**config.mk**
```make
export PLATFORM = sky130hd
export DESIGN_NAME = led_pwm_fader_flat
export DESIGN_NICKNAME = d
export VERILOG_FILES = /design/src/rtl/led_pwm_fader_if.sv /design/src/rtl/led_pwm_fader.sv /design/src/flat_wrapper.sv
export SDC_FILE = /design/constraint.sdc
export NUM_CORES = 1
export LEC_CHECK = 0
export ABC_CLOCK_PERIOD_IN_PS = 4800
export BUFFER_PORTS_ARGS = -buffer_cell sky130_fd_sc_hd__buf_2
export CORE_MARGIN = 2
export CORE_UTILIZATION = 40
export CTS_BUF_LIST = sky130_fd_sc_hd__clkbuf_4
export DETAILED_ROUTE_END_ITERATION = 8
export PLACE_DENSITY = 0.58
export SYNTH_ARGS = -nofsm -noshare
export SYNTH_HDL_FRONTEND = slang
export SYNTH_SLANG_ARGS = --single-unit
```
**constraint.sdc**
```tcl
create_clock -name clk -period 4.8 [get_ports clk]
set_input_delay 0.24 -clock clk [delete_from_list [all_inputs] [get_ports clk]]
set_output_delay 0.24 -clock clk [all_outputs]
set_load 0.05 [all_outputs]
```
**src/rtl/led_pwm_fader_if.sv**
```systemverilog
// Pattern/enable in, PWM drive and busy out, between the LED pattern generator and the fader.
// master = pattern source, slave = fader.
interface led_pwm_fader_if #(
    parameter int NUM_LEDS = 5
);
    logic [NUM_LEDS-1:0] pattern;
    logic                enable;
    logic [NUM_LEDS-1:0] led;
    logic                busy;

    modport master (
        output pattern,
        output enable,
        input  led,
        input  busy
    );

    modport slave (
        input  pattern,
        input  enable,
        output led,
        output busy
    );
endinterface

```
**src/rtl/led_pwm_fader.sv**
```systemverilog
// Per-LED PWM fader: each pattern bit ramps its channel brightness linearly between
// 0 and MAX_LEVEL, one step every STEP_DIV cycles, and drives a registered PWM output.
module led_pwm_fader #(
    parameter int NUM_LEDS  = 5,
    parameter int PWM_BITS  = 8,
    parameter int MAX_LEVEL = 255,
    parameter int STEP_DIV  = 4096
) (
    input  logic           clk,
    input  logic           resetn,
    led_pwm_fader_if.slave bus
);
    localparam int                  PRESC_W    = (STEP_DIV > 1) ? $clog2(STEP_DIV) : 1;
    localparam logic [PWM_BITS-1:0] MAX_LVL    = PWM_BITS'(MAX_LEVEL);
    localparam logic [PRESC_W-1:0]  PRESC_LAST = PRESC_W'(STEP_DIV - 1);

    typedef enum logic [1:0] {
        CH_OFF,
        CH_RAMP_UP,
        CH_ON,
        CH_RAMP_DOWN
    } ch_state_e;

    generate
        if (MAX_LEVEL < 0 || MAX_LEVEL > (2**PWM_BITS - 1)) begin : g_bad_max_level
            $error("led_pwm_fader: MAX_LEVEL must lie in 0..2**PWM_BITS-1");
        end
        if (STEP_DIV < 1) begin : g_bad_step_div
            $error("led_pwm_fader: STEP_DIV must be at least 1");
        end
        if (NUM_LEDS < 1) begin : g_bad_num_leds
            $error("led_pwm_fader: NUM_LEDS must be at least 1");
        end
    endgenerate

    logic [NUM_LEDS-1:0] r_pat_q;
    logic [PWM_BITS-1:0] r_pwm_cnt;
    logic [PRESC_W-1:0]  r_presc;
    logic [NUM_LEDS-1:0] r_led;
    logic                r_busy;

    logic [PRESC_W-1:0]  w_presc_next;
    logic                w_step_tick;
    logic [NUM_LEDS-1:0] w_led_next;
    logic [NUM_LEDS-1:0] w_ch_busy;

    // Step prescaler parks at 0 while disabled so a re-enable always starts a full step period.
    always_comb begin
        w_presc_next = r_presc;
        w_step_tick  = 1'b0;
        if (!bus.enable) begin
            w_presc_next = '0;
        end else if (r_presc == PRESC_LAST) begin
            w_presc_next = '0;
            w_step_tick  = 1'b1;
        end else begin
            w_presc_next = r_presc + PRESC_W'(1);
        end
    end

    genvar gi;
    generate
        for (gi = 0; gi < NUM_LEDS; gi++) begin : g_ch
            logic [PWM_BITS-1:0] r_level;
            logic [PWM_BITS-1:0] w_target;
            logic [PWM_BITS-1:0] w_level_next;
            ch_state_e           w_state;

            assign w_target = r_pat_q[gi] ? MAX_LVL : '0;

            // Channel state is a pure function of level vs target; level itself is the stored state.
            always_comb begin
                w_state      = CH_OFF;
                w_level_next = r_level;
                if (r_level < w_target) begin
                    w_state = CH_RAMP_UP;
                end else if (r_level > w_target) begin
                    w_state = CH_RAMP_DOWN;
                end else if (w_target != '0) begin
                    w_state = CH_ON;
                end
                if (w_step_tick) begin
                    case (w_state)
                        CH_RAMP_UP:   w_level_next = r_level + PWM_BITS'(1);
                        CH_RAMP_DOWN: w_level_next = r_level - PWM_BITS'(1);
                        default:      w_level_next = r_level;
                    endcase
                end
            end

            always_ff @(posedge clk or negedge resetn) begin
                if (!resetn) begin
                    r_level <= '0;
                end else begin
                    r_level <= w_level_next;
                end
            end

            assign w_led_next[gi] = bus.enable & (r_level > r_pwm_cnt);
            // Judged on the next level so busy drops on the same edge the channel arrives.
            assign w_ch_busy[gi]  = (w_level_next != w_target);
        end
    endgenerate

    always_ff @(posedge clk or negedge resetn) begin
        if (!resetn) begin
            r_pat_q   <= '0;
            r_pwm_cnt <= '0;
            r_presc   <= '0;
            r_led     <= '0;
            r_busy    <= 1'b0;
        end else begin
            r_pat_q   <= bus.pattern;
            r_pwm_cnt <= r_pwm_cnt + PWM_BITS'(1);
            r_presc   <= w_presc_next;
            r_led     <= w_led_next;
            r_busy    <= |w_ch_busy;
        end
    end

    assign bus.led  = r_led;
    assign bus.busy = r_busy;

endmodule

```
**src/flat_wrapper.sv**
```systemverilog
// flat-port wrapper written by rule: the top's interface ports become plain ports
module led_pwm_fader_flat 
#(
    parameter int NUM_LEDS  = 5,
    parameter int PWM_BITS  = 8,
    parameter int MAX_LEVEL = 255,
    parameter int STEP_DIV  = 4096
)
  (clk, resetn, bus_pattern, bus_enable, bus_led, bus_busy);
  led_pwm_fader_if #(.NUM_LEDS(NUM_LEDS)) bus_i ();
  input  logic clk;
  input  logic resetn;
  input wire logic [$bits(bus_i.pattern)-1:0] bus_pattern;
  input wire logic [$bits(bus_i.enable)-1:0] bus_enable;
  output wire logic [$bits(bus_i.led)-1:0] bus_led;
  output wire logic [$bits(bus_i.busy)-1:0] bus_busy;
  assign bus_i.pattern = bus_pattern;
  assign bus_i.enable = bus_enable;
  assign bus_led = bus_i.led;
  assign bus_busy = bus_i.busy;
  led_pwm_fader #(.NUM_LEDS(NUM_LEDS), .PWM_BITS(PWM_BITS), .MAX_LEVEL(MAX_LEVEL), .STEP_DIV(STEP_DIV)) u_core (.clk(clk), .resetn(resetn), .bus(bus_i));
endmodule
```
==> out/metrics.csv, run 1 <==
metric,value,unit
outcome,"finished, final reports clean",
register area share after synthesis,0.289,
crit path from,u_core.r_pat_q[1],
largest family of logic cells by synthesized area,adder cells,
arrival time worst endpoint,4790,ps
clk_lat worst skew,470,ps
total power,0.00111,W
Mapped Area,6160,um^2
Sequential Power Share,0.549,
mux contribution to synthesized area,0.0504,
Routed WL,13800,um
syn avg cell area,9.56,um^2
All-Layer GR Usage,0.183,
WS Path Type,reg2reg,
Async SR Flop Fraction,1.00,
slew margin rel.,0.384,
met2 wire len,6620,um
wl on met1,6350,um
Peak Freq,0.225,GHz
Routed WL per cell,16.0,um
area delta synth->final,8.17,%
Final TNS setup,0,ps
Synth warnings,0,
r2r endpoint,u_core.bus.busy,
die width,128,um
GP Congestion,0.854,
Peak VDD IR,0.000106,V
initial core utilization,0.406,
Reg2Reg Depth,16,
Post-Synth XOR/XNOR Area,0.0669,
first drt pass iteration count,4,
die height,128,um
clock transition at the registers of the reported paths,140,ps
CTS Buffer Depth,2,
Residual DRC,0,
unrepaired setup endpoints after global routing,false,
first-pass GRT wire length,23700,um
critical path launch point type,flop,
P_leak,3.35,nW
simple-gate portion of the synthesized area,0.181,
Hold Crit Depth,2,
Site Rows,45,
hold crit path type,in2reg,
"commonest non-fill, non-tap cell in the layout",ha_1,
I/O Pins,14,
RR Startpoint,u_core.r_pat_q[1],
Worst Setup EP,u_core.bus.busy,
Unique masters post-synth,56,
DP HPWL,10500,um
PwrDens,166,nW/um^2
DR WL met3,527,um
Adder-Cell Fraction of Synth Area,0.244,
worst-margin pin slew,925,ps
R2R Setup Slk,350,ps
Clock power frac,0.371,
Post-synth top flop,dfrtp_1,
post-cts gate resize count,0,
n_diodes,0,
Core ar.,15100,um^2
Psw,0.000310,W
Max Used Layer,met4,
Die ar.,16400,um^2
Comb power frac,0.079,
# setup viols final,0,
post-layout min period,4450,ps
Final Skew,24.9,ps
vias in the first global route,4930,
vias per cell,5.68,
"Remaining Overflow, GRT",0,
Crit. End Element,flop,
Internal Power,0.000798,W
Final period util,0.927,
Slew Limit Fails,0,
# Post-CTS Setup Buffers,0,
Num CTS Buffers,9,
layout net count,796,
most frequent cells in the layout,"ha_1, dfrtp_1, a21oi_1",
Clock Tree Root,clkbuf_4,
Cells after Synth,644,
Crit Path Max Fanout,8,
"EDFF count, synth",0,
total of max-cap violations,0,
pin count of the biggest net entering global routing,72,
via count,4906,
Num Clock Sinks,71,
Hold Fails Final Rpt,0,
Iteration-0 DRC Markers,199,
TritonCTS clock tree,built,
I/O Buffers,13,
compound-cell area share of the yosys netlist,0.144,
Synth Net Count,769,
WP data required,5140,ps
Final ANT Viol Nets,0,
switching part of the total,0.280,
"FF+latch count, synth",71,
initial antenna violation count,0,
share of cells above drive strength 1,0.0962,
H-tree depth,3,
==> timing repair <==
item / in CTS / in global routing
endpoints found under the setup margin: 0 / 0
hold buffers: 6 / 0
hold endpoints to repair: 76 / 0
==> area by class of cell <==
type                            count  area, um^2
Clock buffer                        9        67.6
Clock inverter                      7        78.8
Fill cell                        1440        8490
Inverter                           31         116
Multi-Input combinational cell    535        4230
Sequential cell                    71        1780
Tap cell                          188         235
Timing Repair Buffer               23         158
==> power by group through the flow <==
stage / logic (W) / clock network, W / registers, W
6_report: 0.0000878 / 0.000411 / 0.000609
5_1_grt: 0.000102 / 0.000458 / 0.000610
4_1_cts: 0.0000898 / 0.000427 / 0.000609
3_5_place_dp: 0.0000859 / 0 / 0.000620
3_3_place_gp: 0.0000804 / 0 / 0.000620
2_1_floorplan: 0.0000538 / 0 / 0.000620
==> layer usage <==
layer,GRT usage,vias up
met5,0,-
met4,0.0588,0
met3,0.0396,17
met2,0.312,82
met1,0.230,2338
li1,-,2469
==> stage by stage <==
| stage | setup WS (ps) | hold slack, ps | util | instance area [um^2] | cells |
|---|---|---|---|---|---|
| 2_1_floorplan | 816 | -55.6 | - | 6160 | 644 |
| 3_3_place_gp | 504 | 348 | 0.426 | 6450 | 842 |
| 3_5_place_dp | 380 | 349 | 0.426 | 6450 | 842 |
| 4_1_cts | 351 | 129 | 0.440 | 6660 | 864 |
| 5_1_grt | 28.2 | 125 | 0.440 | 6660 | 864 |
| 6_report | 348 | 150 | 0.440 | 6660 | 864 |
==> worst min-delay path by stage <==
| stage | end | slack (ps) | start |
|---|---|---|---|
| after detailed placement | u_core.r_pat_q[0] | 350 | bus_pattern[0] |
| final | u_core.bus.led[1] | 150 | bus_enable |
| after global placement | u_core.r_pat_q[2] | 350 | bus_pattern[2] |
| after CTS | u_core.bus.led[1] | 130 | bus_enable |
| after global routing | u_core.bus.led[1] | 120 | bus_enable |
| after floorplan | u_core.bus.busy | -60 | resetn |
==> worst max-delay path, cell delays in order, from the launching register on <==
cell and delay (ps):
dfrtp_1 450, inv_1 220, ha_1 300, and3_1 200, a221o_1 290, a221oi_1 440
nor2_1 270, ha_1 330, a21o_1 170, a211o_1 300, a2111oi_0 400, nor3_1 130
mux2i_1 140, nor2_1 140, xor2_1 240, mux2i_1 220, nand4_1 100
==> state kept, by name, summed over array words and instances (netlist names) <==
name                 flops
u_core.bus.led           5
u_core.g_ch.r_level     40
u_core.r_presc          12
u_core.r_pwm_cnt         8
u_core.bus.busy          1
u_core.r_pat_q           5
==> cells by family (layout without fill, tap and decap cells) <==
family,Yosys count,in the layout
simple gates,205,205
flops,71,71
compound gates,138,138
buf+inv,38,70
xor+xnor,47,47
fa+ha+maj,117,117
mux,28,28
==> synthesized netlist by cell type, types with 3 or more instances <==
cell      count  share of area
nand3_1      20          0.016
a21o_1       21          0.026
nand2_1      28          0.017
o21ai_0      22          0.018
a31oi_1       4         0.0041
or4_1         6         0.0073
nor2_1       45          0.027
clkbuf_1      3         0.0018
o211ai_1      8         0.0098
xor2_1       12          0.017
ha_1        112           0.23
fa_1          5          0.016
and4_1        6         0.0085
a21oi_1      51          0.041
nor4_1       10          0.010
nand3b_1      4         0.0049
o211a_1       5         0.0081
and3_1        6         0.0061
nor2b_1       9         0.0091
nand4_1      30          0.030
nor3_1       18          0.015
mux2i_1       4         0.0065
inv_1        31          0.019
xnor2_1      35          0.050
o21bai_1      4         0.0049
nand2b_1      6         0.0061
mux2_2       24          0.044
or3_1         4         0.0041
and2_1        5         0.0051
dfrtp_1      71           0.29
o21a_1        5         0.0061
(Power assumes the default switching activity.)
==> run 2: changes to the inputs <==
Settings changed: CORE_UTILIZATION 40 to 66, PLACE_DENSITY 0.58 to 0.86, SKIP_CTS_REPAIR_TIMING from default to 1.
==> out/metrics.csv, run 2 (same netlist as run 1, synthesis figures left out) <==
metric,value,unit
WP data required,5120,ps
die height,101,um
n_diodes,0,
Die ar.,10100,um^2
Final ANT Viol Nets,0,
Residual DRC,0,
most frequent cells in the layout,"ha_1, dfrtp_1, a21oi_1",
Peak Freq,0.224,GHz
worst-margin pin slew,884,ps
P_leak,3.37,nW
area delta synth->final,7.28,%
"commonest non-fill, non-tap cell in the layout",ha_1,
share of cells above drive strength 1,0.0963,
PwrDens,182,nW/um^2
"Most flops, register",u_core.g_ch.r_level,
Site Rows,35,
fill cell count,616,
initial antenna violation count,0,
critical path launch point type,flop,
Iteration-0 DRC Markers,309,
TritonCTS clock tree,built,
Final period util,0.928,
I/O Pins,14,
Num CTS Buffers,9,
first-pass GRT wire length,24200,um
RR Startpoint,u_core.r_pat_q[0],
max reg flops,40,
Slew Limit Fails,0,
post-route insts no fill,786,
CTS Buffer Depth,2,
All-Layer GR Usage,0.300,
initial core utilization,0.673,
arrival time worst endpoint,4780,ps
hold_sp,bus_enable,
pin count of the biggest net entering global routing,72,
GP Congestion,0.921,
Placed Cells,764,
hold crit path type,in2reg,
Clock Tree Root,clkbuf_4,
unrepaired setup endpoints after global routing,false,
post-layout min period,4460,ps
Hold Fails Final Rpt,0,
Crit. End Element,flop,
H-tree depth,3,
Reg2Reg Depth,15,
Hold Crit Depth,2,
slew margin rel.,0.411,
DP HPWL,10400,um
total power,0.00120,W
I/O Buffers,13,
first drt pass iteration count,4,
Final Skew,24.2,ps
vias in the first global route,5291,
# setup viols final,0,
Final TNS setup,0,ps
Routed WL,14100,um
"Remaining Overflow, GRT",0,
R2R Setup Slk,340,ps
clock transition at the registers of the reported paths,140,ps
Num Clock Sinks,71,
total of max-cap violations,0,
top flop regs,"u_core.g_ch.r_level: 40 flops, u_core.r_presc: 12 flops, u_core.r_pwm_cnt: 8 flops",
Min-Delay Endpoint,u_core.bus.led[0],
Core ar.,9150,um^2
clk_lat worst skew,440,ps
r2r endpoint,u_core.bus.busy,
layout net count,795,
Crit Path Max Fanout,8,
vias per cell,6.50,
die width,101,um
WS Path Type,reg2reg,
Routed WL per cell,17.9,um
Peak VDD IR,0.000145,V
via count,5109,
outcome,"finished, final reports clean",
-- run 2: worst max-delay path by stage --
stage | cells past startpoint | end | from | slack, ps
global placement | 16 | u_core.bus.busy | u_core.r_pat_q[1] | 580
detailed placement | 16 | u_core.bus.busy | u_core.r_pat_q[1] | 250
floorplan | 16 | u_core.bus.busy | u_core.r_pat_q[1] | 820
finish | 15 | u_core.bus.busy | u_core.r_pat_q[0] | 340
global route | 15 | u_core.bus.busy | u_core.r_pat_q[0] | 90
CTS | 16 | u_core.bus.busy | u_core.r_pat_q[1] | 270
-- run 2: area by class of cell --
type	count	area, um^2	area share
clock inverter	7	120	0.0182
multi-input combinational	535	4230	0.641
inverter	31	116	0.0176
timing repair buffer	22	150	0.0227
sequential	71	1780	0.269
clock buffer	9	67.6	0.0102
tap	111	139	0.0210
-- run 2: stage by stage --
step	instance area [um^2]	utilization	setup WS (ps)	hold WS, ps
after floorplan	6160	-	816	-55.6
after global placement	6350	0.694	584	348
after detailed placement	6350	0.694	247	349
after CTS	6540	0.714	274	-123
after global routing	6600	0.722	86.9	150
final	6600	0.722	343	161
-- run 2: worst max-delay path, cell delays in order (launching register included) --
cell and delay (ps):
dfrtp_1 440, inv_1 170, ha_1 330, nor2b_1 140, o211ai_1 120, a21o_1 190, a21oi_1 610, ha_1 410
a21o_1 230, o21a_1 170, o21a_1 180, o311ai_0 370, o21ai_2 130, or4_1 550, a22oi_1 190, nand4_1 100
-- run 2: layer usage --
metal	GRT usage	share of wire	vias to the layer above
met1	0.373	0.44	2468
met5	0	0	-
met2	0.518	0.49	129
met4	0.129	0.027	0
met3	0.0451	0.042	44
li1	-	-	2468
-- run 2: power breakdown --
| group | total [W] | internal [W] | switching, W |
|---|---|---|---|
| Clock | 0.000505 | 0.000265 | 0.000240 |
| Combinational | 0.0000891 | 0.0000328 | 0.0000563 |
| Sequential | 0.000609 | 0.000603 | 0.00000653 |
| Total | 0.00120 | 0.000900 | 0.000303 |
